===== config.mk =====
export PLATFORM = sky130hd
export DESIGN_NAME = mc_control_fsm
export DESIGN_NICKNAME = d
export VERILOG_FILES = /design/src/rtl/mc_ctrl_pkg.sv /design/src/rtl/mc_control_fsm_wait_timer.sv /design/src/rtl/mc_control_fsm.sv
export SDC_FILE = /design/constraint.sdc
export NUM_CORES = 1
export LEC_CHECK = 0
export CAP_MARGIN = 20
export CORE_MARGIN = 2
export CORE_UTILIZATION = 25
export CTS_CLUSTER_SIZE = 28
export DETAILED_ROUTE_END_ITERATION = 7
export GPL_TIMING_DRIVEN = 0
export HOLD_SLACK_MARGIN = 0.15
export PLACE_DENSITY_LB_ADDON = 0.15
export SLEW_MARGIN = 15
export SYNTH_ARGS = -nofsm -noshare
export SYNTH_HDL_FRONTEND = slang
export SYNTH_SLANG_ARGS = --single-unit

===== constraint.sdc =====
create_clock -name clk -period 2.4 [get_ports clk]
set_input_delay 0.24 -clock clk [delete_from_list [all_inputs] [get_ports clk]]
set_output_delay 0.24 -clock clk [all_outputs]
set_load 0.005 [all_outputs]

===== src/rtl/mc_ctrl_pkg.sv =====
// Shared definitions for the multi-cycle MIPS sequencer: state encoding, opcodes,
// datapath select encodings and the opcode-class helpers used by the FSM.
package mc_ctrl_pkg;

    typedef enum logic [3:0] {
        IDLE      = 4'd0,
        FETCH     = 4'd1,
        DECODE    = 4'd2,
        MEM_ADDR  = 4'd3,
        MEM_READ  = 4'd4,
        MEM_WB    = 4'd5,
        MEM_WRITE = 4'd6,
        R_EXEC    = 4'd7,
        R_WB      = 4'd8,
        I_EXEC    = 4'd9,
        I_WB      = 4'd10,
        BRANCH    = 4'd11,
        JUMP      = 4'd12,
        JAL_WB    = 4'd13,
        COP0_WB   = 4'd14,
        TRAP      = 4'd15
    } ctrlStateT;

    localparam logic [5:0] OP_R     = 6'b000000;
    localparam logic [5:0] OP_J     = 6'b000010;
    localparam logic [5:0] OP_JAL   = 6'b000011;
    localparam logic [5:0] OP_BEQ   = 6'b000100;
    localparam logic [5:0] OP_BNE   = 6'b000101;
    localparam logic [5:0] OP_ADDI  = 6'b001000;
    localparam logic [5:0] OP_ADDIU = 6'b001001;
    localparam logic [5:0] OP_SLTI  = 6'b001010;
    localparam logic [5:0] OP_ANDI  = 6'b001100;
    localparam logic [5:0] OP_ORI   = 6'b001101;
    localparam logic [5:0] OP_XORI  = 6'b001110;
    localparam logic [5:0] OP_COP0  = 6'b010000;
    localparam logic [5:0] OP_LW    = 6'b100011;
    localparam logic [5:0] OP_SW    = 6'b101011;

    localparam logic [1:0] ALU_ADD   = 2'b00;
    localparam logic [1:0] ALU_SUB   = 2'b01;
    localparam logic [1:0] ALU_FUNCT = 2'b10;
    localparam logic [1:0] ALU_IMM   = 2'b11;

    localparam logic [1:0] SRCB_REGB    = 2'b00;
    localparam logic [1:0] SRCB_FOUR    = 2'b01;
    localparam logic [1:0] SRCB_IMM     = 2'b10;
    localparam logic [1:0] SRCB_IMM_SH2 = 2'b11;

    localparam logic [1:0] PCSRC_ALU    = 2'b00;
    localparam logic [1:0] PCSRC_ALUOUT = 2'b01;
    localparam logic [1:0] PCSRC_JUMP   = 2'b10;

    localparam logic [1:0] REGDST_RT = 2'b00;
    localparam logic [1:0] REGDST_RD = 2'b01;
    localparam logic [1:0] REGDST_RA = 2'b10;

    // First state after DECODE for a given opcode; unknown opcodes trap.
    function automatic ctrlStateT decodeTarget(input logic [5:0] opcode);
        ctrlStateT target;
        case (opcode)
            OP_LW, OP_SW:                     target = MEM_ADDR;
            OP_R:                             target = R_EXEC;
            OP_ADDI, OP_ADDIU, OP_SLTI,
            OP_ANDI, OP_ORI, OP_XORI:         target = I_EXEC;
            OP_BEQ, OP_BNE:                   target = BRANCH;
            OP_J:                             target = JUMP;
            OP_JAL:                           target = JAL_WB;
            OP_COP0:                          target = COP0_WB;
            default:                          target = TRAP;
        endcase
        return target;
    endfunction

    // Logical immediates use a zero-extended operand.
    function automatic logic isZeroExtOp(input logic [5:0] opcode);
        logic zext;
        case (opcode)
            OP_ANDI, OP_ORI, OP_XORI: zext = 1'b1;
            default:                  zext = 1'b0;
        endcase
        return zext;
    endfunction

endpackage


===== src/rtl/mc_control_fsm_wait_timer.sv =====
// Memory-ready watchdog: counts consecutive wait cycles and flags the cycle on
// which the count would reach WAIT_MAX with memory still not ready.
module mc_wait_timer
    import mc_ctrl_pkg::*;
#(
    parameter int WAIT_MAX = 15,
    parameter int WAIT_W   = 4
) (
    input  logic clk,
    input  logic rst_n,
    input  logic countEn,
    input  logic clear,
    output logic timeout
);

    logic [WAIT_W-1:0] countR;

    assign timeout = countEn && (countR == WAIT_W'(WAIT_MAX - 1));

    // Consecutive wait-cycle counter.
    always_ff @(posedge clk or negedge rst_n) begin
        if (!rst_n) begin
            countR <= '0;
        end else if (clear) begin
            countR <= '0;
        end else if (countEn) begin
            countR <= countR + WAIT_W'(1);
        end else begin
            countR <= countR;
        end
    end

endmodule


===== src/rtl/mc_control_fsm.sv =====
// Multi-cycle control sequencer for the MIPS core (FETCH/DECODE/EXEC/MEM/WB).
// Optional build macro MC_PERF_CNT_EN adds cycle_cnt and retired_cnt outputs.
module mc_control_fsm
    import mc_ctrl_pkg::*;
#(
    parameter int WAIT_MAX = 15,
    parameter int WAIT_W   = 4
) (
    input  logic       clk,
    input  logic       rst_n,
    input  logic [5:0] op,
    input  logic       mem_ready,
    input  logic       stall_req,
    output logic       pc_write,
    output logic       pc_write_cond,
    output logic       bne_beq,
    output logic       i_or_d,
    output logic       mem_read,
    output logic       mem_write,
    output logic       ir_write,
    output logic       mem_to_reg,
    output logic       alu_src_a,
    output logic       reg_write,
    output logic       zero_extend,
    output logic [1:0] pc_source,
    output logic [1:0] alu_op,
    output logic [1:0] alu_src_b,
    output logic [1:0] reg_dst,
    output logic       instr_done,
    output logic       illegal_op,
    output logic       bus_err
`ifdef MC_PERF_CNT_EN
    ,
    output logic [31:0] cycle_cnt,
    output logic [31:0] retired_cnt
`endif
);

    ctrlStateT  stateR;
    ctrlStateT  nextStateS;
    logic [5:0] opQR;
    logic       illegalOpR;
    logic       busErrR;
    logic       waitEnS;
    logic       timeoutS;

    // A stalled FETCH is not a memory wait, so it neither counts nor clears.
    assign waitEnS = ((stateR == FETCH) && !stall_req) ||
                     (stateR == MEM_READ) || (stateR == MEM_WRITE);

    mc_wait_timer #(
        .WAIT_MAX (WAIT_MAX),
        .WAIT_W   (WAIT_W)
    ) uWaitTimer (
        .clk     (clk),
        .rst_n   (rst_n),
        .countEn (waitEnS && !mem_ready),
        .clear   ((waitEnS && mem_ready) || (nextStateS != stateR)),
        .timeout (timeoutS)
    );

    // Next-state selection.
    always_comb begin
        nextStateS = stateR;
        case (stateR)
            IDLE:      nextStateS = FETCH;
            FETCH: begin
                if (stall_req)      nextStateS = FETCH;
                else if (mem_ready) nextStateS = DECODE;
                else if (timeoutS)  nextStateS = TRAP;
                else                nextStateS = FETCH;
            end
            DECODE:    nextStateS = decodeTarget(op);
            MEM_ADDR: begin
                if (opQR == OP_LW)      nextStateS = MEM_READ;
                else if (opQR == OP_SW) nextStateS = MEM_WRITE;
                else                    nextStateS = TRAP;
            end
            MEM_READ: begin
                if (mem_ready)     nextStateS = MEM_WB;
                else if (timeoutS) nextStateS = TRAP;
                else               nextStateS = MEM_READ;
            end
            MEM_WRITE: begin
                if (mem_ready)     nextStateS = FETCH;
                else if (timeoutS) nextStateS = TRAP;
                else               nextStateS = MEM_WRITE;
            end
            R_EXEC:    nextStateS = R_WB;
            I_EXEC:    nextStateS = I_WB;
            MEM_WB, R_WB, I_WB, BRANCH, JUMP, JAL_WB, COP0_WB:
                       nextStateS = FETCH;
            TRAP:      nextStateS = TRAP;
            default:   nextStateS = TRAP;
        endcase
    end

    // State, latched opcode and sticky error flags.
    always_ff @(posedge clk or negedge rst_n) begin
        if (!rst_n) begin
            stateR     <= IDLE;
            opQR       <= 6'd0;
            illegalOpR <= 1'b0;
            busErrR    <= 1'b0;
        end else begin
            stateR     <= nextStateS;
            opQR       <= (stateR == DECODE) ? op : opQR;
            illegalOpR <= illegalOpR | ((stateR == DECODE) && (nextStateS == TRAP));
            busErrR    <= busErrR | timeoutS;
        end
    end

    assign illegal_op = illegalOpR;
    assign bus_err    = busErrR;

    // Datapath control decode from state, latched opcode and memory handshake.
    always_comb begin
        pc_write      = 1'b0;
        pc_write_cond = 1'b0;
        bne_beq       = 1'b0;
        i_or_d        = 1'b0;
        mem_read      = 1'b0;
        mem_write     = 1'b0;
        ir_write      = 1'b0;
        mem_to_reg    = 1'b0;
        alu_src_a     = 1'b0;
        reg_write     = 1'b0;
        zero_extend   = 1'b0;
        pc_source     = PCSRC_ALU;
        alu_op        = ALU_ADD;
        alu_src_b     = SRCB_REGB;
        reg_dst       = REGDST_RT;
        instr_done    = 1'b0;
        case (stateR)
            FETCH: begin
                if (!stall_req) begin
                    mem_read  = 1'b1;
                    alu_src_b = SRCB_FOUR;
                    ir_write  = mem_ready;
                    pc_write  = mem_ready;
                end else begin
                    mem_read  = 1'b0;
                end
            end
            DECODE:    alu_src_b = SRCB_IMM_SH2;
            MEM_ADDR: begin
                alu_src_a = 1'b1;
                alu_src_b = SRCB_IMM;
            end
            MEM_READ: begin
                mem_read = 1'b1;
                i_or_d   = 1'b1;
            end
            MEM_WB: begin
                reg_write  = 1'b1;
                mem_to_reg = 1'b1;
                instr_done = 1'b1;
            end
            MEM_WRITE: begin
                mem_write  = 1'b1;
                i_or_d     = 1'b1;
                instr_done = mem_ready;
            end
            R_EXEC: begin
                alu_src_a = 1'b1;
                alu_op    = ALU_FUNCT;
            end
            R_WB: begin
                reg_write  = 1'b1;
                reg_dst    = REGDST_RD;
                instr_done = 1'b1;
            end
            I_EXEC: begin
                alu_src_a   = 1'b1;
                alu_src_b   = SRCB_IMM;
                alu_op      = ALU_IMM;
                zero_extend = isZeroExtOp(opQR);
            end
            I_WB, COP0_WB: begin
                reg_write  = 1'b1;
                instr_done = 1'b1;
            end
            BRANCH: begin
                alu_src_a     = 1'b1;
                alu_op        = ALU_SUB;
                pc_write_cond = 1'b1;
                pc_source     = PCSRC_ALUOUT;
                bne_beq       = (opQR == OP_BNE);
                instr_done    = 1'b1;
            end
            JUMP: begin
                pc_write   = 1'b1;
                pc_source  = PCSRC_JUMP;
                instr_done = 1'b1;
            end
            JAL_WB: begin
                pc_write   = 1'b1;
                pc_source  = PCSRC_JUMP;
                reg_write  = 1'b1;
                reg_dst    = REGDST_RA;
                instr_done = 1'b1;
            end
            default: begin
                instr_done = 1'b0;
            end
        endcase
    end

`ifdef MC_PERF_CNT_EN
    // Activity counters; both wrap naturally at 32 bits.
    always_ff @(posedge clk or negedge rst_n) begin
        if (!rst_n) begin
            cycle_cnt   <= 32'd0;
            retired_cnt <= 32'd0;
        end else begin
            if ((stateR != IDLE) && (stateR != TRAP)) cycle_cnt <= cycle_cnt + 32'd1;
            else                                      cycle_cnt <= cycle_cnt;
            if (instr_done) retired_cnt <= retired_cnt + 32'd1;
            else            retired_cnt <= retired_cnt;
        end
    end
`endif

endmodule


==> impl_metrics.json, run 1 <==
{
  "status": "finished, final reports clean",
  "syn_area_um2": 1360,
  "wl_met1_um": 2030,
  "clk_latency_ps": 250,
  "syn_inst": 166,
  "antenna_found_initial": 0,
  "pwr_density_cell_nw_per_um2": 1110,
  "first_iter_violations": 99,
  "ys_top_cells_by_area": "dfrtp_1 (29%), nor2_1 (5.8%), mux2_2 (5.0%)",
  "power.internal_mw": 1.12,
  "drive_above_1_share_pct": 15.6,
  "endpoint_kind": "output port",
  "cts_num_sinks": 16,
  "die-area_um2": 6040,
  "viasPerCell": 4.93,
  "finalWirelength_um": 3980,
  "clock.fmax_mhz": 433,
  "route.antenna.remaining_nets": 0,
  "postCtsSetupRepairBufs": 0,
  "period_needed_ps": 2310,
  "drc": 0,
  "rr_worst_depth": 5,
  "ir_worst_vdd_mv": 0.288,
  "final-hold-violation-count": 0,
  "clock-root-buffer": "clkbuf_8",
  "overflow": 0,
  "synthArstFlopShare_pct": 100,
  "relSlewSlack_pct": 50.6,
  "wl_per_cell_um": 14.8,
  "syn_nets": 178,
  "yosysTopAreaCell": "dfrtp_1",
  "cp.required_ps": 2160,
  "area_growth_pct": 33.9,
  "avgSynthCellArea_um2": 8.19,
  "ys.flop_type": "dfrtp_1",
  "start_kind": "register",
  "yosysTopAreaCellShare_pct": 29.5,
  "io-pin-count": 32,
  "seq_area_frac_synth_pct": 29.5,
  "worst_r2r_endpoint": "uWaitTimer.countR[3]",
  "clk_pin_slew_ps": 60,
  "dp_cells": 267,
  "grt_use_total_pct": 13.9,
  "die_w_um": 77.7,
  "grt_pass1_wl_um": 6800,
  "cts_tree": "built",
  "firstDrtPassIters": 4,
  "grt_max_degree": 17,
  "clock_path_buffers": 2,
  "die-height_um": 77.7,
  "instances_no_fill": 269,
  "crit_arrival_ps": 2070,
  "critical_path.startpoint": "stateR[0]",
  "start_util_pct": 26.3,
  "setup_violations": 0,
  "met2_length_um": 1730,
  "crit_fanout": 10,
  "port_buffers": 31,
  "cts_buffers": 3,
  "clock_skew_ps": 4.27,
  "reg2reg_slack_ps": 340,
  "r2r-start": "opQR[2]",
  "slew_violations": 0,
  "synth_cell_types": 50,
  "grt_pass1_vias": 1304,
  "worst-setup-path-type": "register to output port",
  "min_period_over_period_pct": 96.3,
  "p_switching_uw": 898,
  "fin_nets": 213,
  "ys_ff_latch": 16,
  "switching_share_pct": 44.5,
  "routed-via-count": 1326,
  "clkPwrFrac_pct": 9.9,
  "htreeDepth": 1,
  "worst_pin_slew_ps": 739,
  "diodes": 0,
  "p_leak_nw": 0.702,
  "top_layer_used": "met4",
  "place_congestion": 0.836,
  "maxCapViolCount": 0,
  "rsz0062_at_grt": "no",
  "hold_path_class": "primary input to asynchronous set/reset pin",
  "pwr-share-comb_pct": 67.5,
  "ys_warn_count": 0,
  "met3WireLength_um": 172,
  "place_hpwl_um": 3140,
  "seqPwrFrac_pct": 22.6,
  "core_area_um2": 5170,
  "rows": 26,
  "crit_end": "pc_write",
  "holdWs_ps": 431,
  "synth_edf_count": 0
}
area by class of cell:
class / instances / area (um^2)
repair buffers: 31 / 313
plain buffers: 9 / 61.3
clock buffers: 3 / 41.3
fillers: 551 / 3350
inverters: 4 / 15.0
well taps: 70 / 87.6
flip-flops and latches: 16 / 403
multi-input cells: 136 / 898
power groups by stage:
stage / sequential [mW] / clock [mW] / combinational (mW)
after floorplan: 0.434 / 0 / 0.843
after global placement: 0.459 / 0 / 1.34
after detailed placement: 0.457 / 0 / 1.33
after CTS: 0.454 / 0.209 / 1.34
after global routing: 0.469 / 0.220 / 1.52
final: 0.456 / 0.200 / 1.36
logic make-up (layout without fill, tap and decap cells):
kind of cell             after synthesis  after routing  share of synthesized area [%]
AO/OA/AOI/OAI                         43             43                           23.5
XOR/XNOR                               4              4                           2.58
adder cells (fa/ha/maj)                2              2                           1.84
buffers and inverters                 14             47                           5.16
flip-flops                            16             16                           29.5
multiplexers                           6              6                           4.97
AND/OR/NAND/NOR                       81             81                           32.5
worst min path at each step:
stage	cells after the start	endpoint	start
after CTS	1	bus_err	bus_err
final	1	opQR[2]	rst_n
after global placement	1	bus_err	bus_err
after global routing	1	bus_err	bus_err
after floorplan	0	bus_err	rst_n
after detailed placement	1	bus_err	bus_err
timing repair:
item | 4_1_cts | 5_1_grt
setup endpoints to repair | 5 | 11
resized for setup | 3 | 11
hold buffers | 0 | 0
cell usage after synthesis (2+ instances only):
cell	count
mux2_2	6
dfrtp_1	16
a21o_1	2
xor2_1	3
and2_1	3
nor2_1	21
buf_4	2
nand3_1	4
and3_1	5
nor4b_1	2
clkbuf_1	4
nor3_1	8
nand2b_1	7
a21boi_0	2
o21ai_0	9
o21bai_1	2
a211oi_1	7
a21oi_1	4
ha_1	2
nand2_1	14
nor2b_1	6
a31oi_1	2
nor4_1	2
buf_2	2
a221o_1	2
inv_1	3
or2_2	3
registers in the layout (all words and copies together), names as in the netlist:
| signal | count |
|---|---|
| illegal_op | 1 |
| stateR | 4 |
| uWaitTimer.countR | 4 |
| opQR | 6 |
| bus_err | 1 |
cells in the final DEF (no fill, tap or decap), drive strengths merged, types with 2 or more instances in the layout:
master and count:
nor4b 4, a21o 2, nor3 8, or2 3, clkbuf 8, nor2b 6, o21ai 9, nand2b 7
a21oi 4, and3 5, ha 2, a31oi 2, nand3 4, dfrtp 16, a21boi 2, nand2 14
and2 3, nor4 2, inv 4, o21bai 2, mux2 6, clkdlybuf4s50 30, nor2 21, buf 4
a221o 2, xor2 3, a211oi 7
worst max-delay path, cell delays in order, from the launching register on:
cell             delay (ps)
dfrtp_2                 450
clkbuf_4                200
inv_2                   160
nor2_2                   80
and3_1                  220
or2_2                   280
clkdlybuf4s50_1         440
through the flow:
stage	instance area (um^2)	power [mW]	utilization [%]	setup WS (ps)	TNS, ps
2_1_floorplan	1360	1.28	-	586	0
3_3_place_gp	1760	1.80	34.0	-112	-135
3_5_place_dp	1760	1.79	34.0	-84.9	-84.9
4_1_cts	1800	2.00	34.8	9.74	0
5_1_grt	1820	2.21	35.2	3.33	0
6_report	1820	2.02	35.2	89.0	0
layer usage:
layer  vias to the layer above  track usage, %
met3                         8            2.44
met5                         -               0
li1                        677               -
met1                       607            20.2
met4                         0            3.75
met2                        34            21.2
Note: power is estimated with default switching activity, not from simulation.
==> run 2, diff against run 1 <==
--- a/config.mk
+++ b/config.mk
@@ -5,7 +5,6 @@
 export SDC_FILE = /design/constraint.sdc
 export NUM_CORES = 1
 export LEC_CHECK = 0
-export CAP_MARGIN = 20
 export CORE_MARGIN = 2
 export CORE_UTILIZATION = 25
 export CTS_CLUSTER_SIZE = 28
==> constraint.sdc (replaced) <==
create_clock -name clk -period 2.3 [get_ports clk]
set_input_delay 0.23 -clock clk [delete_from_list [all_inputs] [get_ports clk]]
set_output_delay 0.23 -clock clk [all_outputs]
set_load 0.005 [all_outputs]
==> run 2 against run 1 <==
  * Power is 6.2% higher
  * Register-to-register slack worse by 110 ps
  * Design area is 1.9% higher
  * Clock power is 5% higher
  * Sequential cell count stayed put
  * Clock skew is 1.4 ps higher
  * Setup slack better by 7.3 ps
  * Die area stayed put
  * Sequential power is 5.0% higher
  * Cell count is 0.37% higher
  * Hold slack worse by 11 ps
  * Critical path depth stayed put
  * Largest cell class unchanged
  * Highest routed layer unchanged
==> impl_metrics.json, run 2 (synthesized netlist as in run 1, its figures left out) <==
{
  "status": "finished, final reports clean",
  "crit_fanout": 10,
  "seqPwrFrac_pct": 22.3,
  "clk_pin_slew_ps": 70,
  "r2r-start": "opQR[2]",
  "rr_worst_depth": 5,
  "final_util_pct": 35.8,
  "clk_latency_ps": 250,
  "place_congestion": 0.836,
  "rsz0062_at_grt": "no",
  "drc": 0,
  "p_leak_nw": 0.699,
  "switching_share_pct": 44.0,
  "maxCapViolCount": 0,
  "tns_ps": 0,
  "clock_skew_ps": 5.62,
  "cp.required_ps": 2070,
  "largest_reg_flops": 6,
  "first_iter_violations": 108,
  "die-height_um": 77.7,
  "routed-via-count": 1344,
  "met3WireLength_um": 160,
  "start_util_pct": 26.3,
  "met2_length_um": 1760,
  "cts_tree": "built",
  "wl_met1_um": 2040,
  "crit_slowest_cell": "dfrtp_2",
  "fin_nets": 214,
  "antenna_found_initial": 0,
  "clock-root-buffer": "clkbuf_8",
  "clock.fmax_mhz": 454,
  "grt_max_degree": 17,
  "holdWs_ps": 420,
  "period_needed_ps": 2200,
  "fill_cells": 546,
  "power.internal_mw": 1.20,
  "ir_worst_vdd_mv": 0.305,
  "worst-setup-path-type": "register to output port",
  "die-area_um2": 6040,
  "drive_above_1_share_pct": 18.0,
  "start_kind": "register",
  "pwr-share-comb_pct": 67.9,
  "cts_buffers": 3,
  "clkPwrFrac_pct": 9.8,
  "grt_use_total_pct": 14.0,
  "crit_path_cell_trace": "clkbuf_4, inv_4, nor2_2, and3_4, or2_2, clkdlybuf4s50_1",
  "worst_pin_slew_ps": 740,
  "hold_path_class": "primary input to asynchronous set/reset pin",
  "worst_r2r_endpoint": "uWaitTimer.countR[3]",
  "relSlewSlack_pct": 50.5,
  "io-pin-count": 32,
  "slew_violations": 0,
  "wl_per_cell_um": 14.8,
  "setup_violations": 0,
  "diodes": 0,
  "reg.largest.list": "opQR x6, stateR x4, uWaitTimer.countR x4",
  "pwr_density_cell_nw_per_um2": 1160,
  "largest_register": "opQR",
  "firstDrtPassIters": 4,
  "finalWirelength_um": 4000,
  "top_layer_used": "met4",
  "place_hpwl_um": 3140,
  "core_area_um2": 5170,
  "final_cell_mix": "clkdlybuf4s50_1 (31), nor2_1 (19), nand2_1 (14)",
  "p_switching_uw": 943,
  "overflow": 0,
  "slowest_delay_ps": 450,
  "route.antenna.remaining_nets": 0,
  "seq_area_um2": 404,
  "final-hold-violation-count": 0,
  "postCtsSetupRepairBufs": 0,
  "port_buffers": 31,
  "placed_cell_area_um2": 1760,
  "multi_input_area_um2": 908,
  "viasPerCell": 4.98,
  "die_w_um": 77.7,
  "layout_commonest_cell": "clkdlybuf4s50_1",
  "crit_arrival_ps": 1970,
  "cts_num_sinks": 16,
  "final_area_um2": 1850,
  "grt_pass1_wl_um": 6820,
  "min_period_over_period_pct": 95.8,
  "area_growth_pct": 36.4,
  "clock_path_buffers": 2,
  "endpoint_kind": "output port",
  "htreeDepth": 1,
  "rows": 26,
  "fin_total_pwr_mw": 2.14,
  "grt_pass1_vias": 1311,
  "reg2reg_slack_ps": 230
}
run 2: area by class of cell:
class / instances / share of cell area [%]
plain buffers: 10 / 4.52
clock buffers: 3 / 2.23
inverters: 4 / 0.945
multi-input cells: 136 / 49.0
flip-flops and latches: 16 / 21.8
well taps: 70 / 4.73
repair buffers: 31 / 16.7
run 2: how the worst max path moves through the flow:
stage	startpoint	end	slack (ps)
after global routing	stateR[1]	instr_done	7
after floorplan	stateR[3]	uWaitTimer.countR[0]	490
after CTS	stateR[0]	pc_write	2
after global placement	mem_ready	pc_write	-190
final	stateR[0]	pc_write	100
after detailed placement	mem_ready	pc_write	-160
run 2: worst max-delay path: cells and delay by family, from the launching register on:
family / cells / cell delay (ps)
DFF: 1 / 450
buffers and inverters: 3 / 770
and+or+nand+nor: 3 / 510
run 2: what timing repair did:
item	4_1_cts	5_1_grt
setup endpoints to repair	11	10
gates resized for setup	8	18
hold buffers	0	0
run 2: power groups by stage:
stage          clock network [mW]  registers, mW  logic [mW]
5_1_grt                     0.230          0.492        1.62
3_3_place_gp                    0          0.479        1.40
2_1_floorplan                   0          0.453       0.880
3_5_place_dp                    0          0.477        1.39
6_report                    0.210          0.479        1.46
4_1_cts                     0.219          0.474        1.41
run 2: routing by layer:
| metal | vias up | global-route usage (%) |
|---|---|---|
| met1 | 627 | 20.4 |
| met4 | 0 | 3.75 |
| met3 | 4 | 2.44 |
| li1 | 682 | - |
| met5 | - | 0 |
| met2 | 31 | 21.2 |
run 2: through the flow:
stage | instances | worst slack [ps]
CTS | 270 | 1.68
detailed placement | 267 | -165
global route | 270 | 6.70
floorplan | 166 | 486
global placement | 267 | -192
finish | 270 | 96.2
